**src/rtl/pipe_stage4_if.sv**
```systemverilog
// Handshake and data bundle for the interval-count update stage.
// slave is the stage's view; master is the view of whatever drives it.
interface pipe_stage4_if #(
    parameter int n             = 4096,
    parameter int para          = 16,
    parameter int parallel_size = 12
);
    localparam int step_w = $clog2(n) + 1;

    logic                            start_i;
    logic [para-1:0]                 stable_thresh_i;
    logic                            valid_i;
    logic                            ready_o;
    logic [parallel_size-1:0]        out_of_mode_interval_i;
    logic [parallel_size*para-1:0]   interval_cnt_i;
    logic                            valid_o;
    logic                            ready_i;
    logic [parallel_size*para-1:0]   interval_cnt_o;
    logic [parallel_size-1:0]        lane_stable_o;
    logic [step_w-1:0]               step_cnt_o;
    logic                            all_stable_o;
    logic                            done_o;

    modport slave (
        input  start_i, stable_thresh_i, valid_i, out_of_mode_interval_i,
               interval_cnt_i, ready_i,
        output ready_o, valid_o, interval_cnt_o, lane_stable_o, step_cnt_o,
               all_stable_o, done_o
    );

    modport master (
        output start_i, stable_thresh_i, valid_i, out_of_mode_interval_i,
               interval_cnt_i, ready_i,
        input  ready_o, valid_o, interval_cnt_o, lane_stable_o, step_cnt_o,
               all_stable_o, done_o
    );
endinterface

```
**src/rtl/pipe_stage4.sv**
```systemverilog
// Per-lane interval-count update with sticky stability flags and
// early termination once every lane is stable or n beats have been seen.
//
// state | meaning
// IDLE  | waiting for start, no beats accepted
// RUN   | accepting beats, updating counts and stability
// DONE  | sequence terminated, no beats accepted until start
module pipe_stage4 #(
    parameter int n             = 4096,
    parameter int para          = 16,
    parameter int parallel_size = 12
) (
    input logic         clk_i,
    input logic         rst_ni,
    pipe_stage4_if.slave bus
);
    localparam int step_w = $clog2(n) + 1;
    localparam logic [step_w-1:0] step_max = step_w'(n);

    typedef enum logic [1:0] {IDLE, RUN, DONE} state_t;

    state_t                        state, state_nxt;
    logic                          ready, accept, terminate;
    logic                          valid_q;
    logic [parallel_size*para-1:0] cnt_q, cnt_nxt;
    logic [parallel_size-1:0]      stable_q, stable_nxt;
    logic [step_w-1:0]             step_q, step_nxt;
    logic [para-1:0]               lane_cnt;

    // Per-lane count update (reset on out-of-interval, saturating increment) and stability set
    always_comb begin
        cnt_nxt    = '0;
        stable_nxt = stable_q;
        lane_cnt   = '0;
        for (int i = 0; i < parallel_size; i++) begin
            if (bus.out_of_mode_interval_i[i]) begin
                lane_cnt = '0;
            end else if (bus.interval_cnt_i[i*para +: para] == {para{1'b1}}) begin
                lane_cnt = {para{1'b1}};
            end else begin
                lane_cnt = bus.interval_cnt_i[i*para +: para] + 1'b1;
            end
            cnt_nxt[i*para +: para] = lane_cnt;
            if ((bus.stable_thresh_i != '0) && (lane_cnt >= bus.stable_thresh_i)) begin
                stable_nxt[i] = 1'b1;
            end
        end
        step_nxt = step_q + 1'b1;
    end

    // A start pulse always blocks acceptance so a beat never lands in the cleared sequence
    assign ready     = (state == RUN) && !bus.start_i && (!valid_q || bus.ready_i);
    assign accept    = bus.valid_i && ready;
    assign terminate = accept && ((&stable_nxt) || (step_nxt == step_max));

    // FSM state register
    always_ff @(posedge clk_i or negedge rst_ni) begin
        if (!rst_ni) begin
            state <= IDLE;
        end else begin
            state <= state_nxt;
        end
    end

    // FSM next-state logic
    always_comb begin
        state_nxt = state;
        case (state)
            IDLE: begin
                if (bus.start_i) state_nxt = RUN;
            end
            RUN: begin
                if (bus.start_i)     state_nxt = RUN;
                else if (terminate)  state_nxt = DONE;
            end
            DONE: begin
                if (bus.start_i) state_nxt = RUN;
            end
            default: state_nxt = IDLE;
        endcase
    end

    // Output register: load on accept, drain when downstream takes the beat
    always_ff @(posedge clk_i or negedge rst_ni) begin
        if (!rst_ni) begin
            valid_q <= 1'b0;
            cnt_q   <= '0;
        end else begin
            if (accept) begin
                valid_q <= 1'b1;
                cnt_q   <= cnt_nxt;
            end else if (bus.ready_i) begin
                valid_q <= 1'b0;
            end
        end
    end

    // Sequence state: sticky stable flags and step counter, cleared by start
    always_ff @(posedge clk_i or negedge rst_ni) begin
        if (!rst_ni) begin
            stable_q <= '0;
            step_q   <= '0;
        end else if (bus.start_i) begin
            stable_q <= '0;
            step_q   <= '0;
        end else if (accept) begin
            stable_q <= stable_nxt;
            step_q   <= step_nxt;
        end
    end

    assign bus.ready_o        = ready;
    assign bus.valid_o        = valid_q;
    assign bus.interval_cnt_o = cnt_q;
    assign bus.lane_stable_o  = stable_q;
    assign bus.step_cnt_o     = step_q;
    assign bus.all_stable_o   = &stable_q;
    assign bus.done_o         = (state == DONE);
endmodule
```
**src/flat_wrapper.sv**
```systemverilog
// flat-port wrapper written by rule: the top's interface ports become plain ports
module pipe_stage4_flat 
#(
    parameter int n             = 4096,
    parameter int para          = 16,
    parameter int parallel_size = 12
)
  (clk_i, rst_ni, bus_start_i, bus_stable_thresh_i, bus_valid_i, bus_out_of_mode_interval_i, bus_interval_cnt_i, bus_ready_i, bus_ready_o, bus_valid_o, bus_interval_cnt_o, bus_lane_stable_o, bus_step_cnt_o, bus_all_stable_o, bus_done_o);
  pipe_stage4_if #(.n(n), .para(para), .parallel_size(parallel_size)) bus_i ();
  input logic clk_i;
  input logic rst_ni;
  input wire logic [$bits(bus_i.start_i)-1:0] bus_start_i;
  input wire logic [$bits(bus_i.stable_thresh_i)-1:0] bus_stable_thresh_i;
  input wire logic [$bits(bus_i.valid_i)-1:0] bus_valid_i;
  input wire logic [$bits(bus_i.out_of_mode_interval_i)-1:0] bus_out_of_mode_interval_i;
  input wire logic [$bits(bus_i.interval_cnt_i)-1:0] bus_interval_cnt_i;
  input wire logic [$bits(bus_i.ready_i)-1:0] bus_ready_i;
  output wire logic [$bits(bus_i.ready_o)-1:0] bus_ready_o;
  output wire logic [$bits(bus_i.valid_o)-1:0] bus_valid_o;
  output wire logic [$bits(bus_i.interval_cnt_o)-1:0] bus_interval_cnt_o;
  output wire logic [$bits(bus_i.lane_stable_o)-1:0] bus_lane_stable_o;
  output wire logic [$bits(bus_i.step_cnt_o)-1:0] bus_step_cnt_o;
  output wire logic [$bits(bus_i.all_stable_o)-1:0] bus_all_stable_o;
  output wire logic [$bits(bus_i.done_o)-1:0] bus_done_o;
  assign bus_i.start_i = bus_start_i;
  assign bus_i.stable_thresh_i = bus_stable_thresh_i;
  assign bus_i.valid_i = bus_valid_i;
  assign bus_i.out_of_mode_interval_i = bus_out_of_mode_interval_i;
  assign bus_i.interval_cnt_i = bus_interval_cnt_i;
  assign bus_i.ready_i = bus_ready_i;
  assign bus_ready_o = bus_i.ready_o;
  assign bus_valid_o = bus_i.valid_o;
  assign bus_interval_cnt_o = bus_i.interval_cnt_o;
  assign bus_lane_stable_o = bus_i.lane_stable_o;
  assign bus_step_cnt_o = bus_i.step_cnt_o;
  assign bus_all_stable_o = bus_i.all_stable_o;
  assign bus_done_o = bus_i.done_o;
  pipe_stage4 #(.n(n), .para(para), .parallel_size(parallel_size)) u_core (.clk_i(clk_i), .rst_ni(rst_ni), .bus(bus_i));
endmodule
```
**config.mk**
```make
export PLATFORM = sky130hd
export DESIGN_NAME = pipe_stage4_flat
export DESIGN_NICKNAME = d
export VERILOG_FILES = /design/src/rtl/pipe_stage4_if.sv /design/src/rtl/pipe_stage4.sv /design/src/flat_wrapper.sv
export SDC_FILE = /design/constraint.sdc
export NUM_CORES = 1
export LEC_CHECK = 0
export BUFFER_PORTS_ARGS = -buffer_cell sky130_fd_sc_hd__buf_2
export CORE_MARGIN = 2
export CORE_UTILIZATION = 35
export DETAILED_ROUTE_END_ITERATION = 16
export GPL_TIMING_DRIVEN = 0
export PLACE_DENSITY_LB_ADDON = 0.05
export SYNTH_ARGS = -nofsm -noshare
export SYNTH_HDL_FRONTEND = slang
export SYNTH_SLANG_ARGS = --single-unit
```
**constraint.sdc**
```tcl
create_clock -name clk_i -period 1.99 [get_ports clk_i]
set_clock_uncertainty 0.05 [all_clocks]
set_input_delay 0.398 -clock clk_i [delete_from_list [all_inputs] [get_ports clk_i]]
set_output_delay 0.398 -clock clk_i [all_outputs]
set_load 0.005 [all_outputs]
```
======== Yosys cells after proc, flatten, opt, wreduce, memory -nomap -nowiden ========
Cells that the tools add are included.
word-level totals
  word-level logic and storage cells ...... 121
  register bits ........................... 220
  input bits .............................. 225
  output and inout port bits .............. 221
cells by class
  reductions and logical operators ........ 28
  equality and inequality tests ........... 17
  muxes and demuxes ....................... 46
  order comparisons ....................... 12
  add/sub/neg operators ................... 13
operator list
  operator                 number
  $mux W16                 24
  $add A16 B1 Y16 const B  12
  $eq A16 B16 Y1 const B   12
  $ge A16 B16 Y1           12
  $mux W13                 2
  $mux W12                 2
  $reduce_and A12 Y1       2
  $logic_and A1 B1 Y1      16
  $reduce_bool A16 Y1      1
  $mux W1                  14
  $add A13 B1 Y13 const B  1
  $eq A13 B13 Y1 const B   1
  $mux W2                  3
  $pmux W2 S2              1
  $reduce_bool A2 Y1       2
  $ne A3 B2 Y1 const B     1
  $eq A2 B1 Y1 const B     1
  $eq A2 B2 Y1 const B     1
  $logic_not A1 Y1         2
  $logic_not A2 Y1         1
  $logic_or A1 B1 Y1       2
  $ne A2 B1 Y1 const B     1
  $reduce_and A2 Y1        1
  $reduce_or A2 Y1         1

======== Logic depth before layout (Yosys ltp) ========
Gate-level depths: netlist of the first run.
  word-level depth ........................ 12
  mapped depth ............................ 16
  gate-level depth less buffers ........... 16

======== Worst setup path before layout of the first run ========
Ideal clock, no wire load.
  path kind ............................... input to register
  start ................................... in bus_interval_cnt_i[128]
  end ..................................... reg u_core.state[1]
  arrival ................................. 3.193 ns
  setup slack ............................. -1.373 ns
  stages on the path ...................... 16
  required time ........................... 1.820 ns
  cell sequence ........................... ha_1 > nand3_2 > nor2_4 > nand3_2 > or3_1 > buf_2 > buf_6 > a21oi_1 > ha_1 > a211oi_1 > o21ai_0 > a211o_1 > a211o_1 > o2111ai_1 > nor4_2 > a31o_1
between the ends
  longest elaborated chain between the ends .. 11
  elaborated cells on any way between the ends .. 12
  those cells by class .................... add/sub (1); order compare (1); eq/ne (2); mux (3); reduce/logical (5)
RTL lines
  element                                                   RTL line                              source
  start: declaration                                        flat_wrapper.sv:16                    input wire logic [$bits(bus_i.interval_cnt_i)-1:0] bus_interval_cnt_i;
  $add A16 B1 Y16 / $eq A16 B16 Y1 (equally long branches)  pipe_stage4.sv:41, pipe_stage4.sv:38
  $mux W16 (*)                                              pipe_stage4.sv:38                     end else if (bus.interval_cnt_i[i*para +: para] == {para{1'b1}}) begin
  $mux W16 (*)                                              pipe_stage4.sv:36                     if (bus.out_of_mode_interval_i[i]) begin
  net u_core.cnt_nxt[130]                                   pipe_stage4.sv:25                     logic [parallel_size*para-1:0] cnt_q, cnt_nxt;
  $ge A16 B16 Y1 (*)                                        pipe_stage4.sv:44                     if ((bus.stable_thresh_i != '0) && (lane_cnt >= bus.stable_thresh_i)) begin
  $logic_and A1 B1 Y1 (*)                                   pipe_stage4.sv:44
  $mux W1 (*)                                               pipe_stage4.sv:44
  $reduce_and A12 Y1 (*)                                    pipe_stage4.sv:54                     assign terminate = accept && ((&stable_nxt) || (step_nxt == step_max));
  $logic_or A1 B1 Y1 (*)                                    pipe_stage4.sv:54
  $logic_and A1 B1 Y1 (*)                                   pipe_stage4.sv:54
  $ne A3 B2 Y1 (no line) (*)                                -
  $reduce_and A2 Y1 (no line) (*)                           -
  end signal: assignment                                    pipe_stage4.sv:61                     state <= state_nxt;
  end: declaration                                          pipe_stage4.sv:22                     state_t state, state_nxt;
The timed path passes the listed nets; every way through them passes the cells marked *.
A chain may end at the register's enable or synchronous reset.

======== Worst setup path after layout of the first run ========
  start ................................... in bus_interval_cnt_i[180]
  end ..................................... reg u_core.state[1]
between the ends
  longest elaborated chain between the ends .. 11
  elaborated cells on any way between the ends .. 12
  those cells by class .................... add/sub (1); order compare (1); eq/ne (2); mux (3); reduce/logical (5)
RTL lines
  element                                                   RTL line
  $add A16 B1 Y16 / $eq A16 B16 Y1 (equally long branches)  pipe_stage4.sv:41, pipe_stage4.sv:38
  $mux W16 (*)                                              pipe_stage4.sv:38
  $mux W16 (*)                                              pipe_stage4.sv:36
  $ge A16 B16 Y1 (*)                                        pipe_stage4.sv:44
  $logic_and A1 B1 Y1 (*)                                   pipe_stage4.sv:44
  $mux W1 (*)                                               pipe_stage4.sv:44
  $reduce_and A12 Y1 (*)                                    pipe_stage4.sv:54
  $logic_or A1 B1 Y1 (*)                                    pipe_stage4.sv:54
  $logic_and A1 B1 Y1 (*)                                   pipe_stage4.sv:54
  $ne A3 B2 Y1 (no line) (*)                                -
  $reduce_and A2 Y1 (no line) (*)                           -
Mark *: on every way between the ends. The rest lies on a longest branch, timed or not.

==> reports/qor.yml, run 1 <==
status:
  outcome: "finished, violations left"
  failing_checks: "setup timing"
power:
  internal-power_w: 0.0109
  power_frac_clock: 0.325
  swShare: 0.344
  power-per-cell-area_nw_per_um2: 658
  seqPwrFrac: 0.353
  static-leakage-power_nw: 12.3
  power_switching_w: 0.00573
  pwr-share-comb: 0.322
  peakVddDrop_mv: 0.517
drt:
  dr_total_vias: 18200
  drcViolationCount: 0
  drt-wirelength-per-cell_um: 21.1
  antenna_violating_nets_post_route: 0
  tritonroute_pass_1_iters: 5
  wl_mm: 72.4
  detailedRoute.firstIterationViolations: 935
  route.detailed.vias_per_inst: 5.32
setup_path:
  critPathMaxFanout: 5
  reg2reg_depth: 7
  critPathLaunchType: "input pin"
  r2r_setup_slack_ns: -0.33
  critical_path.endpoint_type: "register"
  timing.critical_path.arrival_ns: 3.40
  path_class: "in -> reg"
  worst_r2r_startpoint: "u_core.bus.step_cnt_o[0]"
  timing.critical_path.required_ns: 2.47
  worstReg2RegEnd: "u_core.state[1]"
timing:
  fin_crit_ns: 2.93
  finalHoldWorstSlack_ns: 0.101
  peak_clock_frequency_supported_by_timing_ghz: 0.342
  relSlewSlack: 0.171
  postLayoutSetupSlackWorst_ns: -0.935
  hold_viol_final: 0
  max_slew.worst_pin.slew_ns: 1.24
  setup_viol: 15
  rsz0062_at_grt: "true"
  period_share: 1.47
  timing_max_transition_violations_final: 0
clocking:
  clkSinkCount: 220
  htree_levels: 1
  clk_transition_reported_paths_ns: 0.06
  worstSkewPairLatency_ns: 0.58
  cts_buffers: 28
  clock-root-buffer: "clkbuf_16"
  cts_tree: "built"
  cts_max_path_buffers: 3
placed_design:
  port_buffers: 432
  gp_routability_congestion: 0.867
  dp.final_hpwl_mm: 52.3
yosys:
  postSynthCellCount: 2101
  synth-warning-count: 0
  syn_avg_cell_area_um2: 8.19
  synth_area_leaders: "dfrtp_1, ha_1, nand2_1"
  syn_area_um2: 17200
  yosysTopAreaCellShare: 0.320
  number_of_enable_type_register_cells_in_the_synthesized_netlist: 0
  yosysSeqAreaShare: 0.320
  synth.lib_cells_used.distinct: 66
  netlist_top_cells_count: "nand2_1, dfrtp_1, a21oi_1"
  synthArstFlopShare: 1.00
  mapped_nets: 2531
  largest_area_contributor_in_the_netlist: "dfrtp_1"
  postSynth.topFlopCell: "dfrtp_1"
  yosys.cell_count.top_type: "nand2_1"
  postSynthRegisterBits: 220
flow_run:
  max-cap-violations: 0
floorplan:
  floorplan.initialDensity: 0.353
  floorplan.die.width_um: 226
  fp.dieArea_um2: 51000
  die-height_um: 226
  core-area_um2: 48700
  placement_rows: 81
  ioPinCount: 446
global_route:
  grt_pass1_wl_mm: 107
  largest_net_degree_at_the_start_of_global_routing: 107
  globalRoute.totalOverflow: 0
  number_of_antenna_violations_at_the_first_check_in_global_routing: 11
  via_count_of_the_first_global_routing_pass: 18200
  globalRouteTotalUtil: 0.274
finish:
  fin_nets: 3163
  area.sequential_um2: 5510
  post_route_cells_drive_above_1_share: 0.385
  multi_input_comb_area_um2: 13100
  utilization: 0.520
  flow.area_growth_from_synthesis_pct: 47.1
  fillers: 4680
worst_hold_path:
  hold_path_startpoint: "bus_ready_i"
  min_delay_path_depth: 3
  hp-class: "in -> reg"
  worst_hold_path.endpoint: "u_core.bus.valid_o"
## flip-flops by register name (all words and copies together) (netlist names)
register	count
u_core.bus.valid_o	1
u_core.bus.interval_cnt_o	192
u_core.state	2
u_core.bus.step_cnt_o	13
u_core.bus.lane_stable_o	12
## kinds of logic (layout without fill, tap and decap cells)
logic type,Yosys count,in the layout,share of synthesized area
adders and majority gates,205,205,0.149
DFF,220,220,0.320
other,0,7,0
buffers and inverters,122,776,0.0318
muxes,54,54,0.0343
xor gates and xnor gates,130,130,0.0661
AOI/OAI and AO/OA,437,437,0.152
and+or+nand+nor,933,933,0.247
## critical path, stage by stage
cell and delay [ns]:
buf_8 0.08, and4_4 0.24, nand4_4 0.08, or3_4 0.43
buf_8 0.15, a21o_1 0.20, ha_1 0.29, nand2b_4 0.13
a2111oi_4 0.06, or4_4 0.50, a31oi_4 0.25, o211ai_1 0.20
nor4_2 0.21, a31o_1 0.18
## how the worst max path moves through the flow
stage	startpoint	end	slack, ns	depth (start not counted)
6_report	bus_interval_cnt_i[180]	u_core.state[1]	-0.94	14
5_1_grt	bus_interval_cnt_i[180]	u_core.state[1]	-1.0	14
4_1_cts	bus_interval_cnt_i[180]	u_core.state[1]	-0.88	14
3_5_place_dp	bus_interval_cnt_i[48]	u_core.state[1]	-2.28	14
3_3_place_gp	rst_ni	u_core.bus.interval_cnt_o[58]	-3.86	1
2_1_floorplan	bus_interval_cnt_i[178]	u_core.state[1]	-1.09	13
## placed cells by master (no fill, tap or decap), types with 21 or more instances in the layout
| cell | n |
|---|---|
| nand2_1 | 516 |
| buf_2 | 386 |
| dfrtp_1 | 213 |
| buf_4 | 179 |
| ha_1 | 173 |
| a21oi_1 | 123 |
| nor2_1 | 109 |
| nand3_1 | 71 |
| xor2_1 | 70 |
| a21oi_2 | 59 |
| xnor2_1 | 58 |
| o21ai_0 | 55 |
| mux2_2 | 38 |
| buf_8 | 36 |
| inv_1 | 35 |
| a21oi_4 | 33 |
| nand4_1 | 31 |
| buf_6 | 30 |
| clkbuf_16 | 29 |
| o31ai_1 | 27 |
| a21o_1 | 25 |
| ha_4 | 25 |
| o21ai_1 | 22 |
| and3_1 | 21 |
## through the flow
| stage | total power (W) | TNS, ns | area, µm² | setup slack, ns | cells |
|---|---|---|---|---|---|
| CTS | 0.0166 | -6.10 | 24300 | -0.878 | 3372 |
| global route | 0.0176 | -12.88 | 25300 | -1.00 | 3423 |
| global placement | 0.0105 | -1001.82 | 20700 | -3.86 | 3197 |
| detailed placement | 0.0106 | -170.66 | 20800 | -2.28 | 3199 |
| floorplan | 0.00812 | -9.47 | 17700 | -1.09 | 2101 |
| finish | 0.0167 | -6.67 | 25300 | -0.935 | 3426 |
## repair_timing
item,in CTS,in global routing
setup buffers,114,46
gates resized for setup,355,136
endpoints found under the hold margin,43,0
pin swaps,140,105
setup endpoints to repair,211,211
hold buffers,1,0
cloned,7,1
## layout make-up
cell class                 instances  share of cell area
inverter                          39             0.00637
timing repair buffer             603               0.162
clock buffer                      42              0.0337
sequential                       220               0.218
clock inverter                    10             0.00450
buffer                            82              0.0259
tap                              664              0.0328
multi-input combinational       1759               0.516
antenna                            7            0.000692
## power groups by stage
stage	combinational [W]	sequential, W	clock [W]
2_1_floorplan	0.00219	0.00593	0
3_3_place_gp	0.00455	0.00593	0
3_5_place_dp	0.00462	0.00595	0
4_1_cts	0.00516	0.00588	0.00553
5_1_grt	0.00592	0.00597	0.00571
6_report	0.00537	0.00587	0.00542
## routing by layer
metal  vias to the layer above  GRT usage  share of wire
li1                       8714          -              -
met1                      8835      0.347           0.43
met2                       522      0.472           0.48
met3                       129     0.0541          0.062
met4                        10     0.0782          0.028
met5                         -          0        0.00091
(Power assumes the default switching activity.)
==> run 2, diff against run 1 <==
- PLACE_DENSITY: default -> 0.66
- PLACE_DENSITY_LB_ADDON: 0.05 -> default
==> run 2 against run 1 <==
The flow still finishes with violations (setup timing). Fmax shrank 2.0%. Cell count shrank 0.26%. Sequential cell count is the same. Final area grew 1.4%. Routed wire length grew 4.5%. Utilization grew 0.75 points.
==> reports/qor.yml, run 2 (synthesis gave the netlist of run 1 again) <==
status:
  outcome: "finished, violations left"
  failing_checks: "setup timing"
setup_path:
  reg2reg_depth: 7  # unchanged
  timing.critical_path.required_ns: 2.46  # about the same
  worstReg2RegEnd: "u_core.state[1]"
  critical_path.startpoint: "bus_interval_cnt_i[181]"
  timing.critical_path.arrival_ns: 3.45  # +0.05 ns
  critical_path.endpoint_type: "register"
  worst_r2r_startpoint: "u_core.bus.step_cnt_o[4]"
  crit_path_end: "u_core.state[1]"
  critPathMaxFanout: 8  # +3
  critPathLaunchType: "input pin"
  path_class: "in -> reg"
  r2r_setup_slack_ns: -0.30  # +0.03 ns
flow_run:
  max-cap-violations: 0  # unchanged
placed_design:
  gp_routability_congestion: 0.906  # +4.5%
  place_ws_ns: -2.15  # +0.125 ns
  dp.final_hpwl_mm: 53.2  # +1.9%
  port_buffers: 432  # unchanged
  placement.cell_area_um2: 20700  # -0.13%
global_route:
  grt_pass1_wl_mm: 108  # +1.5%
  globalRouteTotalUtil: 0.277  # +0.00329
  via_count_of_the_first_global_routing_pass: 18700  # +2.5%
  number_of_antenna_violations_at_the_first_check_in_global_routing: 11  # unchanged
  globalRoute.totalOverflow: 0  # unchanged
  largest_net_degree_at_the_start_of_global_routing: 116  # +8.4%
timing:
  postLayoutSetupSlackWorst_ns: -0.995  # -0.0594 ns
  relSlewSlack: 0.153  # -0.0182
  rsz0062_at_grt: "true"
  peak_clock_frequency_supported_by_timing_ghz: 0.335  # -2.0%
  setup_viol: 15  # unchanged
  timing_max_transition_violations_final: 0  # unchanged
  fin_crit_ns: 2.98  # +0.0594 ns
  final.setup.tns_ns: -7.09  # -0.420 ns
  period_share: 1.50  # +0.0299
  hold_viol_final: 0  # unchanged
  max_slew.worst_pin.slew_ns: 1.27  # +0.0272 ns
  finalHoldWorstSlack_ns: 0.118  # +0.0178 ns
finish:
  fin_nets: 3156  # -0.22%
  final_common_cell: "nand2_1"
  finalInstanceArea_um2: 25700  # +1.4%
  post_route_cells_drive_above_1_share: 0.391  # +0.00672
  largest_register_ffs: 192  # unchanged
  layout.cells.most_common_list: "nand2_1, buf_2, dfrtp_1"
  fillers: 4409  # -5.8%
  flow.area_growth_from_synthesis_pct: 49.2
drt:
  dr_total_vias: 18700  # +2.5%
  wl_mm: 75.6  # +4.5%
  tritonroute_pass_1_iters: 5  # unchanged
  drcViolationCount: 0  # unchanged
  antenna_violating_nets_post_route: 0  # unchanged
  drt-wirelength-per-cell_um: 22.1  # +4.7%
  detailedRoute.firstIterationViolations: 1208  # +29%
  route.detailed.vias_per_inst: 5.46  # +2.7%
power:
  peakVddDrop_mv: 0.611  # +18%
  power-per-cell-area_nw_per_um2: 668  # +1.6%
  static-leakage-power_nw: 12.3  # about the same
  p_total_w: 0.0172  # +3.1%
floorplan:
  floorplan.die.width_um: 226  # unchanged
  placement_rows: 81  # unchanged
  die-height_um: 226  # unchanged
  ioPinCount: 446  # unchanged
  floorplan.initialDensity: 0.353  # unchanged
  core-area_um2: 48700  # unchanged
  fp.dieArea_um2: 51000  # unchanged
clocking:
  cts_tree: "built"
  clock-root-buffer: "clkbuf_16"
  cts_max_path_buffers: 3  # unchanged
  clk_transition_reported_paths_ns: 0.06  # about the same
  clkSinkCount: 220  # unchanged
  htree_levels: 1  # unchanged
  cts_buffers: 29  # +3.6%
  worstSkewPairLatency_ns: 0.58  # about the same
worst_hold_path:
  min_delay_path_depth: 3  # unchanged
  hp-class: "in -> reg"
## run 2: cell count changes in the layout (fill, tap and decap cells not counted), sizes merged
cell      change
buf          -13
bufbuf        -4
bufinv        +2
clkbuf        +6
clkinv        -3
clkinvlp      +4
inv           -2
nor2          +1
## run 2: final cells by class
| class | instances | area (µm²) | share of cell area |
|---|---|---|---|
| inverters | 39 | 173 | 0.00672 |
| well taps | 664 | 831 | 0.0323 |
| diodes | 7 | 17.5 | 0.000682 |
| plain buffers | 81 | 778 | 0.0303 |
| clock inverters | 11 | 164 | 0.00638 |
| multi-input cells | 1760 | 13200 | 0.514 |
| repair buffers | 595 | 4180 | 0.163 |
| clock buffers | 40 | 817 | 0.0318 |
| flip-flops and latches | 220 | 5520 | 0.215 |
## run 2: power breakdown
part	internal (W)	total, W	switching, W
logic	0.00258	0.00572	0.00314
registers	0.00534	0.00589	0.000547
clock network	0.00336	0.00557	0.00220
total	0.0113	0.0172	0.00589
## run 2: worst min-delay path by stage
stage,start,to,slack (ns)
2_1_floorplan,rst_ni,u_core.bus.interval_cnt_o[0],0.05
3_3_place_gp,u_core.bus.interval_cnt_o[105],u_core.bus.interval_cnt_o[105],0.41
3_5_place_dp,u_core.bus.interval_cnt_o[105],u_core.bus.interval_cnt_o[105],0.41
4_1_cts,bus_ready_i,u_core.bus.valid_o,0.08
5_1_grt,bus_ready_i,u_core.bus.valid_o,0.11
6_report,bus_ready_i,u_core.bus.valid_o,0.12
## run 2: metrics by stage
stage	cells	util
6_report	3417	0.527
5_1_grt	3413	0.527
4_1_cts	3350	0.496
3_5_place_dp	3198	0.425
3_3_place_gp	3197	0.424
2_1_floorplan	2101	-
## run 2: worst max-delay path, cell delays in order
cell      delay [ns]
buf_8           0.07
and4_4          0.25
nand4_4         0.08
or3_4           0.40
buf_8           0.15
buf_6           0.13
a21oi_4         0.20
ha_4            0.16
nand4_1         0.09
or4_4           0.50
a31oi_4         0.27
o211ai_1        0.23
nor4_2          0.31
a31o_1          0.19
## run 2: metal layers
metal	part of all wire	up-vias	global-route usage
li1	-	8690	-
met1	0.41	9053	0.339
met2	0.47	724	0.477
met3	0.075	186	0.0600
met4	0.043	8	0.105
met5	0.00075	-	0
## run 2: what timing repair did
action	CTS	global route
gates cloned	3	11
setup buffers	98	51
endpoints found under the setup margin	222	217
hold buffers	1	0
endpoints found under the hold margin	105	0
pin swaps	130	112
resized for setup	368	225
